**config.mk**
```make
export PLATFORM = sky130hd
export DESIGN_NAME = tpx3_status_led
export DESIGN_NICKNAME = d
export VERILOG_FILES = /design/src/rtl/tpx3_status_led_pkg.sv /design/src/rtl/tpx3_link_qualifier.sv /design/src/rtl/tpx3_status_led.sv
export SDC_FILE = /design/constraint.sdc
export NUM_CORES = 1
export LEC_CHECK = 0
export BUFFER_PORTS_ARGS = -buffer_cell sky130_fd_sc_hd__clkbuf_2
export CORE_UTILIZATION = 60
export DETAILED_ROUTE_END_ITERATION = 7
export HOLD_SLACK_MARGIN = 0.03
export PLACE_DENSITY = 0.89
export SYNTH_ARGS = -nofsm -noshare
export SYNTH_HDL_FRONTEND = slang
export SYNTH_SLANG_ARGS = --single-unit
```
**constraint.sdc**
```tcl
create_clock -name BUS_CLK -period 2.9 [get_ports BUS_CLK]
set_input_delay 0.145 -clock BUS_CLK [delete_from_list [all_inputs] [get_ports BUS_CLK]]
set_output_delay 0.145 -clock BUS_CLK [all_outputs]
set_load 0.005 [all_outputs]
```
**src/rtl/tpx3_status_led_pkg.sv**
```systemverilog
// Shared definitions for the Timepix3 status/indicator controller:
// link FSM state encodings and the counter width helper.
package tpx3_status_led_pkg;

    // Link qualifier FSM state type and encodings.
    typedef logic [1:0] link_state_t;

    localparam link_state_t LINK_DOWN    = 2'd0;
    localparam link_state_t LINK_QUALIFY = 2'd1;
    localparam link_state_t LINK_UP      = 2'd2;

    // Bits needed for a counter that must hold values 0..max_value.
    // Never returns 0, so degenerate parameters still give a legal vector.
    function automatic int cnt_width(input int max_value);
        return (max_value < 1) ? 1 : $clog2(max_value + 1);
    endfunction

endpackage

```
**src/rtl/tpx3_link_qualifier.sv**
```systemverilog
// One Timepix3 link: synchronises RX_READY, debounces it into a link-up
// flag, stretches data activity for the LED and keeps the sticky loss flag.
module tpx3_link_qualifier
    import tpx3_status_led_pkg::*;
#(
    parameter int DEBOUNCE_TICKS = 100,
    parameter int STRETCH_TICKS  = 50
) (
    input  logic clk,
    input  logic rst,
    input  logic rx_ready,     // asynchronous to clk
    input  logic activity,     // synchronous strobe or level
    input  logic tick,         // one-cycle time base pulse
    input  logic blink_phase,  // shared blink toggle
    input  logic clear_err,    // clears the sticky loss flag
    output logic linkup,
    output logic ch_led,
    output logic loss
);

    localparam int QW = cnt_width(DEBOUNCE_TICKS);
    localparam int SW = cnt_width(STRETCH_TICKS);

    localparam logic [QW-1:0] QUAL_LAST    = QW'(DEBOUNCE_TICKS - 1);
    localparam logic [SW-1:0] STRETCH_LOAD = SW'(STRETCH_TICKS);

    logic          rx_meta_q;
    logic          rx_sync_q;

    link_state_t   state_q,     state_d;
    logic [QW-1:0] qual_cnt_q,  qual_cnt_d;
    logic          linkup_q,    linkup_d;
    logic          loss_q,      loss_d;
    logic [SW-1:0] stretch_q,   stretch_d;
    logic          ch_led_q,    ch_led_d;

    // Two-flop synchroniser bringing RX_READY into the clk domain.
    // NOTE: sequential state is always written with non-blocking assignments so every flop samples pre-edge values.
    always_ff @(posedge clk or posedge rst) begin
        if (rst) begin
            rx_meta_q <= 1'b0;
            rx_sync_q <= 1'b0;
        end else begin
            rx_meta_q <= rx_ready;
            rx_sync_q <= rx_meta_q;
        end
    end

    // Link FSM: qualify a stable ready for DEBOUNCE_TICKS ticks, flag drops from UP.
    // NOTE: every variable gets a default at the top of the block, so no path can infer a latch.
    always_comb begin
        state_d    = state_q;
        qual_cnt_d = qual_cnt_q;
        loss_d     = loss_q;

        if (clear_err) begin
            loss_d = 1'b0;
        end

        case (state_q)
            LINK_DOWN: begin
                if (rx_sync_q) begin
                    state_d    = LINK_QUALIFY;
                    qual_cnt_d = '0;
                end
            end
            LINK_QUALIFY: begin
                // A drop is checked first so it always beats a coincident tick.
                if (!rx_sync_q) begin
                    state_d = LINK_DOWN;
                end else if (tick) begin
                    if (qual_cnt_q == QUAL_LAST) begin
                        state_d = LINK_UP;
                    end
                    qual_cnt_d = qual_cnt_q + QW'(1);
                end
            end
            LINK_UP: begin
                if (!rx_sync_q) begin
                    state_d = LINK_DOWN;
                    // Written after the clear so a same-cycle loss stays visible.
                    loss_d  = 1'b1;
                end
            end
            default: begin
                state_d = LINK_DOWN;
            end
        endcase
    end

    // LINKUP follows the next state so it changes on the same edge as the FSM.
    always_comb begin
        linkup_d = (state_d == LINK_UP);
    end

    // Activity stretch: reload on every strobe, count down on ticks until empty.
    always_comb begin
        stretch_d = stretch_q;
        if (activity) begin
            stretch_d = STRETCH_LOAD;
        end else if (tick && (stretch_q != '0)) begin
            stretch_d = stretch_q - SW'(1);
        end
    end

    // Channel LED: solid while up and idle, blinking while recent activity is stretched.
    always_comb begin
        ch_led_d = (state_q == LINK_UP) && ((stretch_q != '0) ? blink_phase : 1'b1);
    end

    // State registers for FSM, flags, stretch counter and LED.
    always_ff @(posedge clk or posedge rst) begin
        if (rst) begin
            state_q    <= LINK_DOWN;
            qual_cnt_q <= '0;
            linkup_q   <= 1'b0;
            loss_q     <= 1'b0;
            stretch_q  <= '0;
            ch_led_q   <= 1'b0;
        end else begin
            state_q    <= state_d;
            qual_cnt_q <= qual_cnt_d;
            linkup_q   <= linkup_d;
            loss_q     <= loss_d;
            stretch_q  <= stretch_d;
            ch_led_q   <= ch_led_d;
        end
    end

    assign linkup = linkup_q;
    assign ch_led = ch_led_q;
    assign loss   = loss_q;

endmodule

```
**src/rtl/tpx3_status_led.sv**
```systemverilog
// Status/indicator controller for multi-chip Timepix3 readout boards:
// shared time base, blink and heartbeat generators, Ethernet LED
// synchroniser, and one link qualifier per channel.
module tpx3_status_led
    import tpx3_status_led_pkg::*;
#(
    parameter int CHANNELS       = 1,
    parameter int TICK_DIV       = 40000,
    parameter int DEBOUNCE_TICKS = 100,
    parameter int STRETCH_TICKS  = 50,
    parameter int BLINK_TICKS    = 64,
    parameter int HB_TICKS       = 500
) (
    input  logic                BUS_CLK,
    input  logic                BUS_RST,
    input  logic [CHANNELS-1:0] RX_READY,
    input  logic                ETH_STATUS_OK,
    input  logic [CHANNELS-1:0] ACTIVITY,
    input  logic                CLEAR_ERR,
    output logic [CHANNELS-1:0] LINKUP,
    output logic [CHANNELS-1:0] CH_LED,
    output logic                ETH_LED,
    output logic                HB_LED,
    output logic                ERR_LED,
    output logic [CHANNELS-1:0] LOSS
);

    localparam int PW = cnt_width(TICK_DIV);
    localparam int BW = cnt_width(BLINK_TICKS);
    localparam int HW = cnt_width(HB_TICKS);

    localparam logic [PW-1:0] TICK_LAST  = PW'(TICK_DIV - 1);
    localparam logic [BW-1:0] BLINK_LAST = BW'(BLINK_TICKS - 1);
    localparam logic [HW-1:0] HB_LAST    = HW'(HB_TICKS - 1);

    logic          eth_meta_q;
    logic          eth_sync_q;

    logic [PW-1:0] presc_q,       presc_d;
    logic          tick;

    logic [BW-1:0] blink_cnt_q,   blink_cnt_d;
    logic          blink_phase_q, blink_phase_d;
    logic [HW-1:0] hb_cnt_q,      hb_cnt_d;
    logic          hb_q,          hb_d;

    // Two-flop synchroniser for the Ethernet link status; the second flop drives the LED.
    always_ff @(posedge BUS_CLK or posedge BUS_RST) begin
        if (BUS_RST) begin
            eth_meta_q <= 1'b0;
            eth_sync_q <= 1'b0;
        end else begin
            eth_meta_q <= ETH_STATUS_OK;
            eth_sync_q <= eth_meta_q;
        end
    end

    // Prescaler: wrap at TICK_DIV-1 and pulse tick on the terminal count.
    always_comb begin
        tick    = (presc_q == TICK_LAST);
        presc_d = tick ? '0 : presc_q + PW'(1);
    end

    // Blink phase: toggle once every BLINK_TICKS ticks.
    always_comb begin
        blink_cnt_d   = blink_cnt_q;
        blink_phase_d = blink_phase_q;
        if (tick) begin
            if (blink_cnt_q == BLINK_LAST) begin
                blink_cnt_d   = '0;
                blink_phase_d = ~blink_phase_q;
            end else begin
                blink_cnt_d = blink_cnt_q + BW'(1);
            end
        end
    end

    // Heartbeat: toggle once every HB_TICKS ticks, regardless of link state.
    always_comb begin
        hb_cnt_d = hb_cnt_q;
        hb_d     = hb_q;
        if (tick) begin
            if (hb_cnt_q == HB_LAST) begin
                hb_cnt_d = '0;
                hb_d     = ~hb_q;
            end else begin
                hb_cnt_d = hb_cnt_q + HW'(1);
            end
        end
    end

    // Time base registers shared by all channels.
    always_ff @(posedge BUS_CLK or posedge BUS_RST) begin
        if (BUS_RST) begin
            presc_q       <= '0;
            blink_cnt_q   <= '0;
            blink_phase_q <= 1'b0;
            hb_cnt_q      <= '0;
            hb_q          <= 1'b0;
        end else begin
            presc_q       <= presc_d;
            blink_cnt_q   <= blink_cnt_d;
            blink_phase_q <= blink_phase_d;
            hb_cnt_q      <= hb_cnt_d;
            hb_q          <= hb_d;
        end
    end

    // One qualifier per link.
    for (genvar i = 0; i < CHANNELS; i++) begin : g_link
        tpx3_link_qualifier #(
            .DEBOUNCE_TICKS (DEBOUNCE_TICKS),
            .STRETCH_TICKS  (STRETCH_TICKS)
        ) u_link (
            .clk         (BUS_CLK),
            .rst         (BUS_RST),
            .rx_ready    (RX_READY[i]),
            .activity    (ACTIVITY[i]),
            .tick        (tick),
            .blink_phase (blink_phase_q),
            .clear_err   (CLEAR_ERR),
            .linkup      (LINKUP[i]),
            .ch_led      (CH_LED[i]),
            .loss        (LOSS[i])
        );
    end

    assign ETH_LED = eth_sync_q;
    assign HB_LED  = hb_q;
    assign ERR_LED = |LOSS;

endmodule

```
==> results of run 1 <==
[area by class of cell]
class                      count  area share (%)
clock inverter                 1          0.1672
tap                           52           2.174
timing repair buffer          18           3.930
sequential                    56           46.82
multi-input combinational    202           43.23
inverter                      10           1.254
clock buffer                   6           2.425
[metrics by stage]
| step | hold WS [ns] | cell area (um^2) | total power (uW) |
|---|---|---|---|
| after detailed placement | 0.1226 | 2875 | 832.7 |
| after global routing | 0.1054 | 2993 | 1260 |
| final | 0.1016 | 2993 | 1217 |
| after global placement | 0.1070 | 2875 | 831.9 |
| after floorplan | 0.1764 | 2786 | 820.3 |
| after CTS | 0.09268 | 2993 | 1230 |
[sequential cells by signal, indices dropped and copies added, names as in the netlist, 2 cells and up]
signal                    flops
presc_q                      16
hb_cnt_q                      9
blink_cnt_q                   7
g_link.u_link.qual_cnt_q      7
g_link.u_link.stretch_q       6
g_link.u_link.state_q         2
[power breakdown]
part	switching (uW)	leakage [uW]	total (uW)	internal, uW
combinational	23.5	0.000587	33.4	9.91
clock	232	0.0000410	397	165
sequential	3.50	0.000741	787	784
[metal layers]
layer,global-route usage (%),wire length (um),share of wire (%)
met1,31.81,2488,47
met2,39.53,2453,47
met3,4.618,202,3.9
met4,8.889,93,1.8
met5,0,0,0
[placed cells by master, fill, tap and decap left out, drive strengths merged, types with 7 or more instances in the layout]
| master | n |
|---|---|
| xor2 | 7 |
| nand2 | 29 |
| o21ai | 9 |
| nand4 | 12 |
| nand3 | 23 |
| clkbuf | 17 |
| nor2 | 20 |
| xnor2 | 10 |
| inv | 10 |
| dfrtp | 56 |
| a21oi | 8 |
| nor3 | 7 |
[logic make-up (layout without fill, tap and decap cells)]
kind of cell,count (synthesis),after routing,share of synthesized area (%)
multiplexers,3,3,1.078
adder cells (fa/ha/maj),6,6,2.694
AND/OR/NAND/NOR,131,131,25.95
flip-flops,56,56,50.29
XOR/XNOR,17,17,5.343
AO/OA/AOI/OAI,45,45,11.36
buffers and inverters,22,35,3.278
[worst max-delay path, cell delays in order, from the launching register on]
cell and delay, ns:
sky130_fd_sc_hd__dfrtp_1 0.41, sky130_fd_sc_hd__ha_1 0.29, sky130_fd_sc_hd__nand3_2 0.11, sky130_fd_sc_hd__or4_1 0.60
sky130_fd_sc_hd__o311a_1 0.39, sky130_fd_sc_hd__a221o_1 0.26
[worst max-delay path by stage]
stage,slack (ns),startpoint,endpoint
floorplan,0.95,presc_q[0],g_link[0].u_link.qual_cnt_q[4]
global placement,0.82,presc_q[0],g_link[0].u_link.qual_cnt_q[4]
detailed placement,0.75,presc_q[0],g_link[0].u_link.qual_cnt_q[4]
CTS,0.73,presc_q[0],g_link[0].u_link.qual_cnt_q[4]
global route,0.54,presc_q[6],hb_cnt_q[3]
finish,0.73,presc_q[0],g_link[0].u_link.qual_cnt_q[4]
==> flow_results.org, run 1 <==
** STA
- Final total negative setup slack :: 0 ns
- For this run, the top clock speed supported by timing is 0.4604 GHz.
- Min cycle time layout :: 2.172 ns
- Headroom to the max-slew limit came out at 64.14%.
- The clock arrives with just under 0.008 ns of skew.
- The final critical path takes up approximately three quarters of the cycle.
- The total count of max-transition violations in the final report was 0.
- Worst Setup Slack, final :: 0.7281 ns
- For the pin with the worst max-slew slack, the measured transition is 0.5379 ns.
- Setup repair after global routing left no endpoint under its margin.
- Final setup vio count :: 0
- Hold Fails Final Rpt :: 0

** Setup path
- CP Max Fanout :: 10
- Counting cells, the worst reg-to-reg path comes to 5.
- CP required :: 3.10 ns
- Reg-to-Reg End :: g_link[0].u_link.qual_cnt_q[4]
- Setup slack on the worst reg-to-reg path comes out at 0.73 ns.
- The worst setup path is launched from a flop.
- Kind of critical path :: flop to flop
- Reg-to-Reg Start :: presc_q[0]
- Crit path capture type :: flop
- Data on the critical path arrives at its endpoint at 2.37 ns.

** Placement
- Half-perimeter wire length after detailed placement :: 3587 um
- Final estimated routing congestion in global placement :: 0.8519
- Number of input and output port buffers inserted :: 11
- Before CTS, the worst setup slack after placement is 0.7520 ns.
- Inst Count DP :: 334

** Power
- VDD sags by at most 0.2974 mV.
- Static leakage power :: 0.001369 uW
- Pwr per Cell Area :: about 410 nW/um^2

** Run status
- Result of the run :: completed

** Global route
- Global routing used roughly a quarter of the available tracks across all layers.
- The initial antenna violation count is 0.
- The first global-routing pass estimated roughly 9400 um of wire.
- Remaining global-route overflow :: 0
- Entering global routing, the biggest net connects 41 pins.
- The via count of the first global-routing pass is 2177.

** Yosys
- Summed over all instances, the cell type with the most area after synthesis is sky130_fd_sc_hd__dfrtp_1.
- In the post-synthesis netlist, the cell with the most instances is sky130_fd_sc_hd__dfrtp_1.
- Flops & latches, synth :: 56
- Yosys attributes the largest share of cell area to sky130_fd_sc_hd__dfrtp_1, sky130_fd_sc_hd__nand3_1, sky130_fd_sc_hd__nand2_1.
- Top cells by instance count after synthesis :: sky130_fd_sc_hd__dfrtp_1, sky130_fd_sc_hd__nand2_1, sky130_fd_sc_hd__nand3_1, sky130_fd_sc_hd__nor2_1, sky130_fd_sc_hd__nand4_1
- Counting flops with an async set or reset pin after synthesis yields a share of 100.0%.
- Averaged over all synthesized cells, the footprint is 9.952 um^2.
- Number of standard cells after synthesis :: 280
- Share of the yosys chip area belonging to registers :: 50.29%
- For this run, the leading register cell type out of synthesis is sky130_fd_sc_hd__dfrtp_1.
- In this run the biggest area consumer among cell types represents between 50% and 60% of the synthesized area.
- Yosys printed 0 warnings.
- In this run, distinct cell masters in the synthesized netlist total 50.
- Counting flops with a built-in enable in the synthesized netlist gives 0.
- The number of nets handed over by synthesis was 292.
- Post-Synthesis Cell Area :: 2786 um^2

** Finish
- Area occupied by multi-input gates :: approximately 1300 um^2
- Proportion of layout cells with a drive suffix above 1 :: 9.556%
- Excluding fillers, the count of instances in the completed layout stands at between 300 and 400.
- Fill cell count :: 342
- The number of antenna diodes in the final layout is 0.
- Number of nets in the final layout :: roughly 300
- Share of the core filled with cells in the final layout :: 67.80%
- Across the whole layout, storage elements account for 1401 um^2.
- From synthesis to final layout, the design area changed by 7.409%.

** Job
- The tool flagged a number of max-cap violations equal to 0.

** Floorplanning
- The die covers 4920 um^2.
- Initial core utilization :: 63.12%
- During I/O placement, the number of pins put on the boundary was 12.
- The floorplan has 24 rows.
- Die width :: 70.15 um
- Height of the die :: 70.15 um
- In this run the standard cell core region covers 4414 um^2.

** Clock network
- CTS built an H-tree with a depth of 2.
- Clock-pin slew on the worst setup and hold paths :: 0.09 ns
- Number of gates given a new drive strength after cts :: 0
- Quantity of hold-fixing buffers added after cts :: 4
- Latest clock arrival within the worst-skew pair :: about 0.31 ns
- Deepest clock path buffer count :: 2
- Clock tree synthesis selected as its root buffer the cell sky130_fd_sc_hd__clkbuf_8.
- Buffers inserted during clock tree synthesis total 5.
- Once the clock tree was built, the setup fixing pass inserted 0 buffers.
- Clock Sinks :: 56
- TritonCTS built the clock tree.

** Route
- Length of the first detailed-routing pass in iterations :: 5
- Routed len/inst :: 15.18 um
- Remaining DRCs :: 0
- Total vias in the final route :: 2156
- Total detailed-routing wirelength :: roughly 5200 um
- After the first detailed-routing iteration, the DRC count stood at 165.
- The count of nets left with antenna violations once routing finished came out at 0.
- Post-detailed-route via-to-cell ratio :: 6.249

** Worst hold path
- Worst Hold Path Cells :: 2
- The worst hold path terminates at g_link[0].u_link.stretch_q[2].
- Critical hold path startpoint :: ACTIVITY
- Class of the most critical hold timing path :: primary input to flop
Power figures use the tool's default switching activity.
==> run 2: changes to the inputs <==
--- a/config.mk
+++ b/config.mk
@@ -5,6 +5,7 @@
 export SDC_FILE = /design/constraint.sdc
 export NUM_CORES = 1
 export LEC_CHECK = 0
+export ABC_AREA = 1
 export BUFFER_PORTS_ARGS = -buffer_cell sky130_fd_sc_hd__clkbuf_2
 export CORE_UTILIZATION = 60
 export DETAILED_ROUTE_END_ITERATION = 7
==> constraint.sdc (replaced) <==
create_clock -name BUS_CLK -period 2.2 [get_ports BUS_CLK]
set_input_delay 0.11 -clock BUS_CLK [delete_from_list [all_inputs] [get_ports BUS_CLK]]
set_output_delay 0.11 -clock BUS_CLK [all_outputs]
set_load 0.005 [all_outputs]
==> run 2 against run 1 <==
Effect of this change:
- power up 43%
- register-to-register slack got worse by 0.13 ns
- largest power group unchanged
- sequential share of layout area fell by 4.9 points
- critical path depth up 1
- largest cell class is now multi-input combinational cells
- area after synthesis grew 11%
- utilization is 1.1 points higher
- sequential power increased by 35%
- worst hold slack improved by 0.0034 ns
- clock skew up 0.0035 ns
- via count is 19% higher
- clock power increased by 47%
==> flow_results.org, run 2 <==
** Run status
- Result of the run :: completed (unchanged)

** Power
- Switching power as a share of total power :: 23.08% (was 21.28%)
- The largest voltage drop on the vdd net came to 0.3201 mV (was 0.2974 mV).
- The power density relative to cell area came to 519.6 nW/um^2 (was 406.8 nW/um^2).
- The switching power summed over all nets was 400.6 uW (was 259.0 uW).
- The cell-internal power is 1335 uW (was 958.3 uW).
- The leakage component of the power was 0.001717 uW (was 0.001369 uW).
- The clock share of power came to 33.6% (was 32.6%).
- Sequential share of power :: 61.3% (was 64.7%)
- Combinational group share of total power :: 5.1% (was 2.7%)

** Yosys
- The post-synthesis instance total came to 406 (was 280).
- Most repeated cell in the gate-level netlist after synthesis :: sky130_fd_sc_hd__nand2_1 (was sky130_fd_sc_hd__dfrtp_1)
- Count of distinct cell types in the synthesized netlist :: 33 (was 50)
- The library cell occupying the most area in the post-synthesis netlist was sky130_fd_sc_hd__dfrtp_1 (unchanged).
- Post-Syn Nets :: 418 (was 292)
- Top cell type's share of synthesized area :: 45.27% (was 50.29%)
- Top_reg_cell synth :: sky130_fd_sc_hd__dfrtp_1 (unchanged)
- Top cells by instance count after synthesis: sky130_fd_sc_hd__nand2_1, sky130_fd_sc_hd__dfrtp_1, sky130_fd_sc_hd__inv_1, sky130_fd_sc_hd__nor2_1, sky130_fd_sc_hd__nand3_1 (was sky130_fd_sc_hd__dfrtp_1, sky130_fd_sc_hd__nand2_1, sky130_fd_sc_hd__nand3_1, sky130_fd_sc_hd__nor2_1, sky130_fd_sc_hd__nand4_1).
- Number of enable-type register cells in the synthesized netlist :: 0 (unchanged)
- The part of the Yosys area used for sequential elements came to 45.27% (was 50.29%).
- The mean post-synth cell area is 7.624 um^2 (was 9.952 um^2).
- Post-Synthesis Cell Area :: 3095 um^2 (was 2786 um^2)
- Synthesis Warnings :: 0 (unchanged)
- Cells taking the most area after synthesis: sky130_fd_sc_hd__dfrtp_1, sky130_fd_sc_hd__nand2_1, sky130_fd_sc_hd__nand3_1 (was sky130_fd_sc_hd__dfrtp_1, sky130_fd_sc_hd__nand3_1, sky130_fd_sc_hd__nand2_1).
- The post-synthesis sequential element count is 56 (unchanged).
- Async set-or-reset flop fraction in the synthesized netlist :: 100.0% (unchanged)

** STA
- Final setup vio count :: 0 (unchanged)
- The total count of max-transition violations in the final report was 0 (unchanged).
- The clock period minus worst slack was 1.602 ns (was 2.172 ns).
- Actual slew at the worst max-slew pin :: 0.3476 ns (was 0.5379 ns)
- The post-route setup TNS is 0 ns (unchanged).
- The highest clock frequency the design can meet was 0.6242 GHz (was 0.4604 GHz).
- Setup repair after global routing missed its margin: false (unchanged).
- The final-layout worst hold slack came to 0.1049 ns (was 0.1016 ns).
- The worst slew margin relative to its limit was 76.65% (was 64.14%).
- Worst-case clock skew :: 0.01137 ns (was 0.007900 ns)
- Hold Fails Final Rpt :: 0 (unchanged)
- The period utilization is 72.83% (was 74.89%).

** Setup path
- The nature of the critical path startpoint is a flop (unchanged).
- The worst reg2reg path endpoint is HB_LED (was g_link[0].u_link.qual_cnt_q[4]).
- The required time reported for the critical path endpoint was 2.40 ns (was 3.10 ns).
- The slack of the worst reg-to-reg path was 0.60 ns (was 0.73 ns).
- The data arrival at the endpoint of the critical path came to 1.80 ns (was 2.37 ns).
- Number of cells on the worst reg-to-reg path :: 6 (was 5)
- Kind of critical path :: flop to flop (unchanged)
- The critical path endpoint category is a flop (unchanged).
- Reg-to-Reg Start :: hb_cnt_q[0] (was presc_q[0])
- CP Max Fanout :: 9 (was 10)

** Global route
- The first-pass GRT wire length came to 10160 um (was 9439 um).
- Total track usage :: 24.11% (was 24.06%)
- The initial antenna violation count is 0 (unchanged).
- Vias in the first global route :: 2479 (was 2177)
- The maximum number of pins on one net before global-route repair was 26 (was 41).
- The aggregate global routing overflow is 0 (unchanged).

** Worst hold path
- The end of the worst hold path is g_link[0].u_link.stretch_q[2] (unchanged).
- Critical hold path startpoint :: ACTIVITY (unchanged)
- The class of the tightest hold or removal check is primary input to flop (unchanged).
- The number of cells on the worst hold path came to 4 (was 2).

** Finish
- Fill cell count :: 392 (was 342)
- Total area of sequential cells :: 1401 um^2 (unchanged)
- Largest registers :: presc_q: 16 flops, hb_cnt_q: 9 flops (unchanged)
- Number of flip-flops in the largest register :: 16 (unchanged)
- Number of standard cells in the final layout excluding fillers :: 494 (was 345)
- The total inserted antenna cells is 0 (unchanged).
- Area occupied by multi-input gates :: 1444 um^2 (was 1294 um^2)
- Top library cells by usage in the layout, fill and taps aside: sky130_fd_sc_hd__nand2_1, sky130_fd_sc_hd__dfrtp_1, sky130_fd_sc_hd__inv_1 (was sky130_fd_sc_hd__dfrtp_1, sky130_fd_sc_hd__nand2_1, sky130_fd_sc_hd__nand3_1).
- Number of nets in the final layout :: 438 (was 305)
- Largest register by flop count :: presc_q (unchanged)
- Proportion of layout cells with a drive suffix above 1 :: 9.836% (was 9.556%)
- The most frequent standard cell in the layout excluding fill and tap cells is sky130_fd_sc_hd__nand2_1 (was sky130_fd_sc_hd__dfrtp_1).
- The synthesis-to-layout area growth is 7.922% (was 7.409%).

** Route
- The final wirelength was 5759 um (was 5238 um).
- The met1 routed wirelength after detailed routing was 2600 um (was 2488 um).
- The detailed route wirelength on metal2 was 2891 um (was 2453 um).
- The met3 layer wire length in the routed design is 198 um (was 202 um).
- Total vias in the final route :: 2559 (was 2156)
- The first-pass detailed-route iteration total was 5 (unchanged).
- The remaining design rule violation count is 0 (unchanged).
- The average via count per standard cell came to 5.180 (was 6.249).
- Routed len/inst :: 11.66 um (was 15.18 um)
- Highest routing layer actually used :: met4 (unchanged)
- The number of DRC violations after detailed-routing iteration 0 is 125 (was 165).
- The number of nets with antenna violations after routing is 0 (unchanged).

** Clock network
- The maximum level of the CTS H-tree is 2 (unchanged).
- The maximum root-to-sink buffer count was 2 (unchanged).
- CTS tree :: done (unchanged)
- Number of gates given a new drive strength after cts :: 0 (unchanged)
- The clock root buffer master was sky130_fd_sc_hd__clkbuf_8 (unchanged).
- The clock slew seen by the registers of the worst setup and hold paths was 0.09 ns (about the same).
- Clock Sinks :: 56 (unchanged)
- The worst-skew pair later-pin latency came to 0.32 ns (was 0.31 ns).
- Post-CTS Setup Repair Bufs :: 0 (unchanged)
- The hold buffer count at CTS was 4 (unchanged).
- TritonCTS buffer count :: 5 (unchanged)

** Floorplanning
- The initial cell density of the core came to 63.85% (was 63.12%).
- IO Count :: 12 (unchanged)
- Site row count :: 25 (was 24)
- Height of the die :: 73.83 um (was 70.15 um)
- The die span in x is 73.83 um (was 70.15 um).
- The total die area came to 5450 um^2 (was 4920 um^2).
- Placeable core region :: 4848 um^2 (was 4414 um^2)

** Placement
- The number of cells in the design after placement is 482 (was 334).
- Half-perimeter wire length after detailed placement :: 4086 um (was 3587 um)
- Number of input and output port buffers inserted :: 11 (unchanged)
- Final estimated routing congestion in global placement :: 0.8686 (was 0.8519)

** Job
- Number of max-cap violations :: 0 (unchanged)
[run 2: changes by cell type in the layout (fill, tap and decap cells not counted), sizes merged, moves of 5 or more]
| cell | previous run | this run |
|---|---|---|
| nand2 | 29 | 137 |
| inv | 10 | 54 |
| nor2 | 20 | 51 |
| nand3 | 23 | 45 |
| a21oi | 8 | 2 |
| or4 | 6 | 0 |
| nand4 | 12 | 7 |
| nor4 | 5 | 0 |
| xnor2 | 10 | 5 |
[run 2: worst max-delay path: stages, from the launching register on]
cell and delay, ns:
sky130_fd_sc_hd__dfrtp_1 0.41, sky130_fd_sc_hd__ha_1 0.29, sky130_fd_sc_hd__inv_1 0.08, sky130_fd_sc_hd__nor3_1 0.19, sky130_fd_sc_hd__nand3_2 0.22, sky130_fd_sc_hd__o21ai_0 0.23
sky130_fd_sc_hd__nand2_1 0.07
[run 2: layer usage]
layer  global-route usage, %  vias to the layer above
li1                        -                     1308
met1                   28.11                     1200
met2                   42.92                       42
met3                   5.487                        9
met4                   9.188                        0
met5                       0                        -
[run 2: cell families (layout without fill, tap and decap cells)]
group	Yosys count	count (layout)	share of synthesized area, %
xor+xnor	14	14	3.961
flops	56	56	45.27
fa+ha+maj	6	6	2.425
simple gates	253	253	37.15
buf+inv	59	80	8.084
compound gates	18	18	3.112
[run 2: area by class of cell]
class	instances	area share (%)
Multi-Input combinational cell	291	43.22
Tap cell	67	2.509
Inverter	55	6.330
Timing Repair Buffer	17	3.296
Sequential cell	56	41.95
Clock buffer	8	2.697
[run 2: power by group through the flow]
stage | Clock, uW | Combinational (uW) | Sequential, uW
floorplan | 0 | 60.2 | 1080
global placement | 0 | 81.6 | 1080
detailed placement | 0 | 84.7 | 1080
CTS | 600 | 91.1 | 1060
global route | 633 | 103 | 1070
finish | 583 | 88.8 | 1060
[run 2: how the worst max path moves through the flow]
stage | from | to | slack [ns] | cells past startpoint
2_1_floorplan | BUS_RST | ETH_LED | 0.72 | 1
4_1_cts | hb_cnt_q[0] | HB_LED | 0.59 | 6
6_report | hb_cnt_q[0] | HB_LED | 0.60 | 6
5_1_grt | presc_q[0] | blink_cnt_q[3] | 0.48 | 7
3_5_place_dp | hb_cnt_q[0] | HB_LED | 0.63 | 6
3_3_place_gp | hb_cnt_q[0] | HB_LED | 0.68 | 6
[run 2: metrics by stage]
stage          power [uW]  utilization (%)  setup WS, ns  instance area [um^2]
2_1_floorplan        1140                -        0.7187                  3095
3_5_place_dp         1168            66.22        0.6312                  3211
5_1_grt              1803            68.90        0.4778                  3341
6_report             1736            68.90        0.5978                  3341
4_1_cts              1754            68.90        0.5905                  3341
3_3_place_gp         1165            66.22        0.6802                  3211
